## config.mk

```make
export PLATFORM = sky130hd
export DESIGN_NAME = uart_tx_sched
export DESIGN_NICKNAME = d
export VERILOG_FILES = /design/src/rtl/uart_tx_sched.sv
export SDC_FILE = /design/constraint.sdc
export NUM_CORES = 1
export LEC_CHECK = 0
export CAP_MARGIN = 20
export CORE_ASPECT_RATIO = 2
export CORE_MARGIN = 3
export CORE_UTILIZATION = 45
export CTS_BUF_LIST = sky130_fd_sc_hd__clkbuf_4
export DETAILED_ROUTE_END_ITERATION = 10
export PLACE_DENSITY_LB_ADDON = 0.1
export SYNTH_ARGS = -nofsm -noshare
export SYNTH_HDL_FRONTEND = slang
export SYNTH_SLANG_ARGS = --single-unit
```

## constraint.sdc

```tcl
create_clock -name clk -period 3.6 [get_ports clk]
set_clock_uncertainty 0.2 [all_clocks]
set_input_delay 0.36 -clock clk [delete_from_list [all_inputs] [get_ports clk]]
set_output_delay 0.36 -clock clk [all_outputs]
set_load 0.01 [all_outputs]
```

## src/rtl/uart_tx_sched.sv

```systemverilog
// -----------------------------------------------------------------------------
// uart_tx_sched
//
// Two-requester frame scheduler in front of a byte-wide UART transmitter.
// A granted requester's 32-bit payload is sent as a 7-byte frame:
//   HEADER, ID (0x00 / 0x01), payload[31:24..7:0], CHK
// CHK is the modulo-256 sum of ID and the four payload bytes.
// Requesters are served round-robin; after each frame GAP idle cycles are
// inserted before the next grant.
//
// Ports
//   clk            system clock
//   rst_n          asynchronous active-low reset
//   req0/req1      frame request (level, held until ack)
//   data0/data1    payload, sampled once at grant
//   ack0/ack1      one-cycle pulse when the granted frame is fully sent
//   tx_data_valid  one-cycle byte strobe to the UART transmitter
//   tx_data_in     byte for the UART, held between strobes
//   tx_busy        UART transmitter busy
//   busy           high from grant through the ack cycle
// -----------------------------------------------------------------------------
module uart_tx_sched #(
    parameter logic [7:0]  HEADER = 8'hA5,
    parameter int unsigned GAP    = 2
) (
    input  logic        clk,
    input  logic        rst_n,
    input  logic        req0,
    input  logic        req1,
    input  logic [31:0] data0,
    input  logic [31:0] data1,
    output logic        ack0,
    output logic        ack1,
    output logic        tx_data_valid,
    output logic [7:0]  tx_data_in,
    input  logic        tx_busy,
    output logic        busy
);

    typedef enum logic [2:0] {
        ST_IDLE, ST_SEND, ST_WAIT_HI, ST_WAIT_LO, ST_NEXT, ST_DONE, ST_GAP
    } state_t;

    // WAIT_HI gives up after 8 cycles without tx_busy and re-issues the byte.
    localparam logic [7:0] WAIT_LAST = 8'd7;
    localparam logic [7:0] GAP_LAST  = (GAP == 0) ? 8'd0 : 8'(GAP - 1);
    localparam logic [2:0] LAST_IDX  = 3'd6;

    state_t      r_state;
    state_t      w_state_nxt;
    logic [31:0] r_payload;
    logic        r_gnt;      // channel currently being served
    logic        r_ptr;      // channel that wins a simultaneous request
    logic [2:0]  r_idx;
    logic [7:0]  r_cnt;      // shared by the WAIT_HI timeout and the GAP count
    logic        r_txv;
    logic [7:0]  r_txd;

    logic        w_gnt_ch;
    logic        w_grant;
    logic        w_strobe;
    logic        w_idx_inc;
    logic        w_cnt_clr;
    logic        w_cnt_inc;
    logic        w_ptr_adv;
    logic [7:0]  w_byte;

    function automatic logic [7:0] checksum8(input logic [7:0] id, input logic [31:0] p);
        // 8-bit result width discards the carries.
        return id + p[31:24] + p[23:16] + p[15:8] + p[7:0];
    endfunction

    function automatic logic [7:0] frame_byte(input logic [2:0] idx, input logic gnt,
                                              input logic [31:0] p);
        logic [7:0] b;
        logic [7:0] id;
        id = {7'd0, gnt};
        b  = HEADER;
        case (idx)
            3'd0:    b = HEADER;
            3'd1:    b = id;
            3'd2:    b = p[31:24];
            3'd3:    b = p[23:16];
            3'd4:    b = p[15:8];
            3'd5:    b = p[7:0];
            3'd6:    b = checksum8(id, p);
            default: b = HEADER;
        endcase
        return b;
    endfunction

    // A lone request wins regardless of the pointer.
    assign w_gnt_ch = (req0 && req1) ? r_ptr : req1;
    assign w_byte   = frame_byte(r_idx, r_gnt, r_payload);

    always_ff @(posedge clk or negedge rst_n) begin
        if (!rst_n) begin
            r_state <= ST_IDLE;
        end else begin
            r_state <= w_state_nxt;
        end
    end

    always_comb begin
        w_state_nxt = r_state;
        w_grant     = 1'b0;
        w_strobe    = 1'b0;
        w_idx_inc   = 1'b0;
        w_cnt_clr   = 1'b0;
        w_cnt_inc   = 1'b0;
        w_ptr_adv   = 1'b0;
        ack0        = 1'b0;
        ack1        = 1'b0;
        busy        = (r_state != ST_IDLE) && (r_state != ST_GAP);
        unique case (r_state)
            ST_IDLE: begin
                if (req0 || req1) begin
                    w_grant     = 1'b1;
                    w_state_nxt = ST_SEND;
                end
            end
            ST_SEND: begin
                if (!tx_busy) begin
                    w_strobe    = 1'b1;
                    w_cnt_clr   = 1'b1;
                    w_state_nxt = ST_WAIT_HI;
                end
            end
            ST_WAIT_HI: begin
                if (tx_busy) begin
                    w_state_nxt = ST_WAIT_LO;
                end else if (r_cnt == WAIT_LAST) begin
                    w_state_nxt = ST_SEND;
                end else begin
                    w_cnt_inc = 1'b1;
                end
            end
            ST_WAIT_LO: begin
                if (!tx_busy) begin
                    w_state_nxt = ST_NEXT;
                end
            end
            ST_NEXT: begin
                if (r_idx == LAST_IDX) begin
                    w_state_nxt = ST_DONE;
                end else begin
                    w_idx_inc   = 1'b1;
                    w_state_nxt = ST_SEND;
                end
            end
            ST_DONE: begin
                ack0        = !r_gnt;
                ack1        = r_gnt;
                w_ptr_adv   = 1'b1;
                w_cnt_clr   = 1'b1;
                w_state_nxt = (GAP == 0) ? ST_IDLE : ST_GAP;
            end
            ST_GAP: begin
                if (r_cnt == GAP_LAST) begin
                    w_state_nxt = ST_IDLE;
                end else begin
                    w_cnt_inc = 1'b1;
                end
            end
            default: w_state_nxt = ST_IDLE;
        endcase
    end

    always_ff @(posedge clk or negedge rst_n) begin
        if (!rst_n) begin
            r_payload <= 32'd0;
            r_gnt     <= 1'b0;
            r_ptr     <= 1'b0;
            r_idx     <= 3'd0;
            r_cnt     <= 8'd0;
            r_txv     <= 1'b0;
            r_txd     <= 8'h00;
        end else begin
            r_txv <= w_strobe;
            if (w_grant) begin
                r_gnt     <= w_gnt_ch;
                r_payload <= w_gnt_ch ? data1 : data0;
                r_idx     <= 3'd0;
            end
            if (w_idx_inc) begin
                r_idx <= r_idx + 3'd1;
            end
            if (w_cnt_clr) begin
                r_cnt <= 8'd0;
            end else if (w_cnt_inc) begin
                r_cnt <= r_cnt + 8'd1;
            end
            if (w_strobe) begin
                r_txd <= w_byte;
            end
            if (w_ptr_adv) begin
                r_ptr <= !r_gnt;
            end
        end
    end

    assign tx_data_valid = r_txv;
    assign tx_data_in    = r_txd;

endmodule

```

# Word-level counts from Yosys, hierarchy flattened
# Index checks and enable logic that the tools add are counted.
# classes
multipliers	0
bitwise	0
n_shift	0
muxes	29
reduce_logical	9
magnitude_cmp	0
n_div	0
n_eq_ne	20
addsub	6
# op_table
op	n
$pmux 8 s6	1
$mux 32	1
$mux 3	9
$add 8x8->8	3
$pmux 3 s7	1
$eq 3x3->1 const B	6
$mux 8	2
$mux 1	13
$eq 3x2->1 const B	4
$add 1x8->8	1
$add 8x1->8 const B	1
$eq 8x1->1 const B	1
$eq 8x3->1 const B	1
$ne 2x2->1 const B	4
$eq 3x1->1 const B	2
$ne 3x3->1 const B	2
$reduce_and 5->1	1
$pmux 1 s2	2
$reduce_bool 2->1	2
$add 3x1->3 const B	1
$logic_not 3->1	1
$reduce_bool 3->1	1
$logic_and 1x1->1	2
$logic_not 1->1	1
$logic_or 1x1->1	1
# totals
latch_bits	0
romBits	0
ramBits	0
reg_bits	57
input_bits	69
output_inout_bits	12
elab_cells	72
memories	0

# Longest topological paths before layout
# logic_depth
ltp_word	6
mapped_depth	11
mapped_depth_nobuf	11

# Worst setup path before layout
# No wires, ideal clock.
# synth_timing
path_kind	reg2reg
from	register r_payload[1]
to	register r_txd[7] (netlist: tx_data_in[7])
arrival_ps	2795
setup_time_ps	132
setup_slack_ps	473
t_required_ps	3268
stages_incl_launch_ff	12
period_less_slack_ps	3127
n_path_buf	0
cell_sequence	dfrtp_1 inv_1 fa_1 inv_1 fa_1 ha_1 fa_1 a211oi_1 o21bai_1 a21oi_1 nor2b_1 a211oi_1
# synth_between
elab_chain_len	2
# synth_lines
item	line	rtl
from (decl)	51	logic [31:0] r_payload;
from (signal assigned)	182	r_payload <= w_gnt_ch ? data1 : data0;
$add 8x8->8	70	return id + p[31:24] + p[23:16] + p[15:8] + p[7:0];
$pmux 8 s6	79	case (idx)
to (signal assigned)	194	r_txd <= w_byte;
to (decl)	57	logic [7:0] r_txd;
# Every way passes these cells.
# A chain may end at the register's enable or synchronous reset.

# Worst setup path after layout
# Same ends and word-level chain as after synthesis.

==> flow_summary.toml <==
[yosys]
yosys.area.top_type = "dfrtp_1"
synth_edf_count = 0
synth_nets = 496
yosys_warnings = 0
ys.flop_type = "dfrtp_1"
synth_most_common_cell = "dfrtp_1"
synth.cell_area_um2 = 3730
synth_seq_area_share_pct = 38.3
synth.distinct_cells = 52
avgSynthCellArea_um2 = 9.34
netlist_top_cells_count = "dfrtp_1, nand2_1, o21ai_0, inv_1, mux2i_1"
synth_top_area_share_pct = 38.3
synthArstFlopShare_pct = 100
netlist_instances = 399
synth_top_cells_by_area = "dfrtp_1, mux2i_1, fa_1"
ys_ff_latch = 57

[sta]
max-slew-margin-rel_pct = 55.5
setup_violations = 0
rsz0062_at_grt = "false"
fin_crit_sh_pct = 94.0
min_period_ns = 3.38
setup_tns_ns = 0
drv_slew = 0
hold_ws_ns = 0.308
max_clock_freq_mhz = 296
worst_slew_pin_slew_ns = 0.667
finalHoldViolCount = 0

[place]
detailed_place_hpwl_um = 7100
io_buffers = 80
gp_congestion = 0.867
placement.cell_area_um2 = 4610

[clock_tree]
cts_tree = "done"
post_cts_buffers = 0
clock-sinks = 57
cts_buffers = 9
root_buffer = "clkbuf_4"
htree_levels = 3
clock_path_buffers = 2
insertion_delay_ns = 0.41
path_clk_slew_ns = 0.09

[grt]
grt_pass1_vias = 3000
overflow = 0
gr-usage-all-layers_pct = 19.6
grt_pass1_wl_um = 14400
grt_max_degree = 70
antenna_found_initial = 1

[routing]
drc_errors = 0
wl_um = 8730
drtPass1Iterations = 4
routed_via_density = 5.22
routedWlPerCell_um = 15.2
drt_iter0_drc = 153
ant_nets = 0
vias = 2992

[power_and_ir_drop]
power_frac_seq_pct = 27.4
switching_share_pct = 45.8
p_leak_nw = 2.15
clkPwrFrac_pct = 8.0
ir_drop_mv = 0.431
switchingPower_mw = 1.97
p_per_area_nw_per_um2 = 916
internal_power_mw = 2.34
pwr-share-comb_pct = 64.7
p_total_mw = 4.31

[min_path]
holdCritPathClass = "in -> async"

[floorplanning]
initial_core_util_pct = 46.6
core_area_um2 = 8000
ios = 81
die_h_um = 135
fp.dieW_um = 70.4
std_cell_rows = 46
die_area_um2 = 9480

[setup_path]
startpoint_type = "flip-flop"
path_delay_family = "adder cells"
crit_arrival_ns = 3.47
crit_top_cell = "fa_1"
critPathBufInv = 2
crit_fanout = 3
critPathMaxStageDelay_ns = 0.53
critical_path_class = "reg -> reg"
critPathSlowestCell = "fa_1"
critical_path_required_ns = 3.69
crit_chain = "inv_1 -> fa_1 -> inv_1 -> fa_1 -> ha_1 -> fa_1 -> a211oi_1 -> o21bai_1 -> a21oi_1 -> nor2b_1 -> a211oi_1"
end_kind = "flip-flop"

[finish]
area_growth_pct = 26.2
final_layout_size_suffix_gt1_share_pct = 5.67
final_area_um2 = 4700
nets = 571

[run]
max_cap_violations = 0

[status]
status = "complete, no violations"
-- stage by stage --
| step | utilization, % | instances | setup slack (ns) |
|---|---|---|---|
| final | 58.8 | 573 | 0.217 |
| after global routing | 58.8 | 573 | 0.0557 |
| after CTS | 58.8 | 572 | 0.228 |
| after detailed placement | 57.6 | 558 | 0.216 |
| after global placement | 57.6 | 558 | 0.329 |
| after floorplan | - | 399 | 0.473 |
-- sequential cells by signal (all words and copies together), names as in the netlist --
signal and count:
r_state 3, tx_data_valid 1, r_gnt 1, r_payload 32, tx_data_in 8, r_idx 3
r_cnt 8, r_ptr 1
-- layout make-up --
cell class | count | area (µm²)
Antenna cell | 1 | 2.50
Clock buffer | 10 | 75.1
Clock inverter | 3 | 11.3
Fill cell | 746 | 3300
Inverter | 44 | 165
Multi-Input combinational cell | 276 | 2060
Sequential cell | 57 | 1430
Tap cell | 96 | 120
Timing Repair Buffer | 86 | 843
-- power by group through the flow --
stage                     clock network [mW]  logic (mW)  registers [mW]
after CTS                              0.362        2.80            1.18
after global placement                     0        2.70            1.18
after detailed placement                   0        2.78            1.20
after floorplan                            0        2.15            1.10
final                                  0.343        2.79            1.18
after global routing                   0.386        3.15            1.23
-- layer usage --
layer	wire length (µm)	track usage, %	vias to the layer above	part of all wire (%)
met4	391	11.9	0	4.5
met2	4860	35.9	70	56
met5	0	0	-	0
met1	3170	20.3	1389	36
met3	304	3.50	18	3.5
li1	-	-	1515	-
-- placed cells by master (no fill, tap or decap), drive strengths merged, types with 7 or more instances in the layout --
| cell type | Yosys | layout |
|---|---|---|
| ha | 13 | 13 |
| nor2 | 13 | 13 |
| mux2i | 35 | 35 |
| fa | 15 | 15 |
| o21ai | 51 | 51 |
| inv | 44 | 44 |
| xnor2 | 7 | 7 |
| a21oi | 14 | 14 |
| dfrtp | 57 | 57 |
| clkdlybuf4s50 | 0 | 79 |
| nand2 | 49 | 49 |
| nand3 | 11 | 11 |
| clkbuf | 15 | 10 |
-- final timing paths --
kind / start / end / slack (ns) / cells after the start
hold / removal: rst_n / tx_data_valid / 0.31 / 2
min in group clk: r_payload[4] / r_payload[4] / 0.31 / 2
hold reg to reg: r_payload[4] / r_payload[4] / 0.31 / 2
max in group asynchronous: rst_n / r_cnt[6] / 2.05 / 3
setup / recovery: r_payload[1] / tx_data_in[7] / 0.22 / 11
setup reg to reg: r_payload[1] / tx_data_in[7] / 0.22 / 11
-- kinds of logic after synthesis --
family / share of synthesized area, %
AND/OR/NAND/NOR: 13.5
AO/OA/AOI/OAI: 17.0
buffers and inverters: 7.05
flip-flops: 38.3
multiplexers: 9.70
adder cells (fa/ha/maj): 12.4
XOR/XNOR: 2.11
-- what timing repair did --
| action | in CTS | in global routing |
|---|---|---|
| endpoints found under the hold margin | 27 | 0 |
| setup endpoints to repair | 0 | 0 |
| hold buffers | 1 | 0 |
| resized for setup | 0 | 0 |
-- worst register-to-register path, stage by stage (launching register included) --
cell,delay [ns]
dfrtp_1,0.38
inv_1,0.07
fa_1,0.53
inv_1,0.05
fa_1,0.45
ha_1,0.24
fa_1,0.43
a211oi_1,0.37
o21bai_1,0.13
a21oi_1,0.19
nor2b_1,0.15
a211oi_1,0.07
Power figures use the tool's default switching activity.
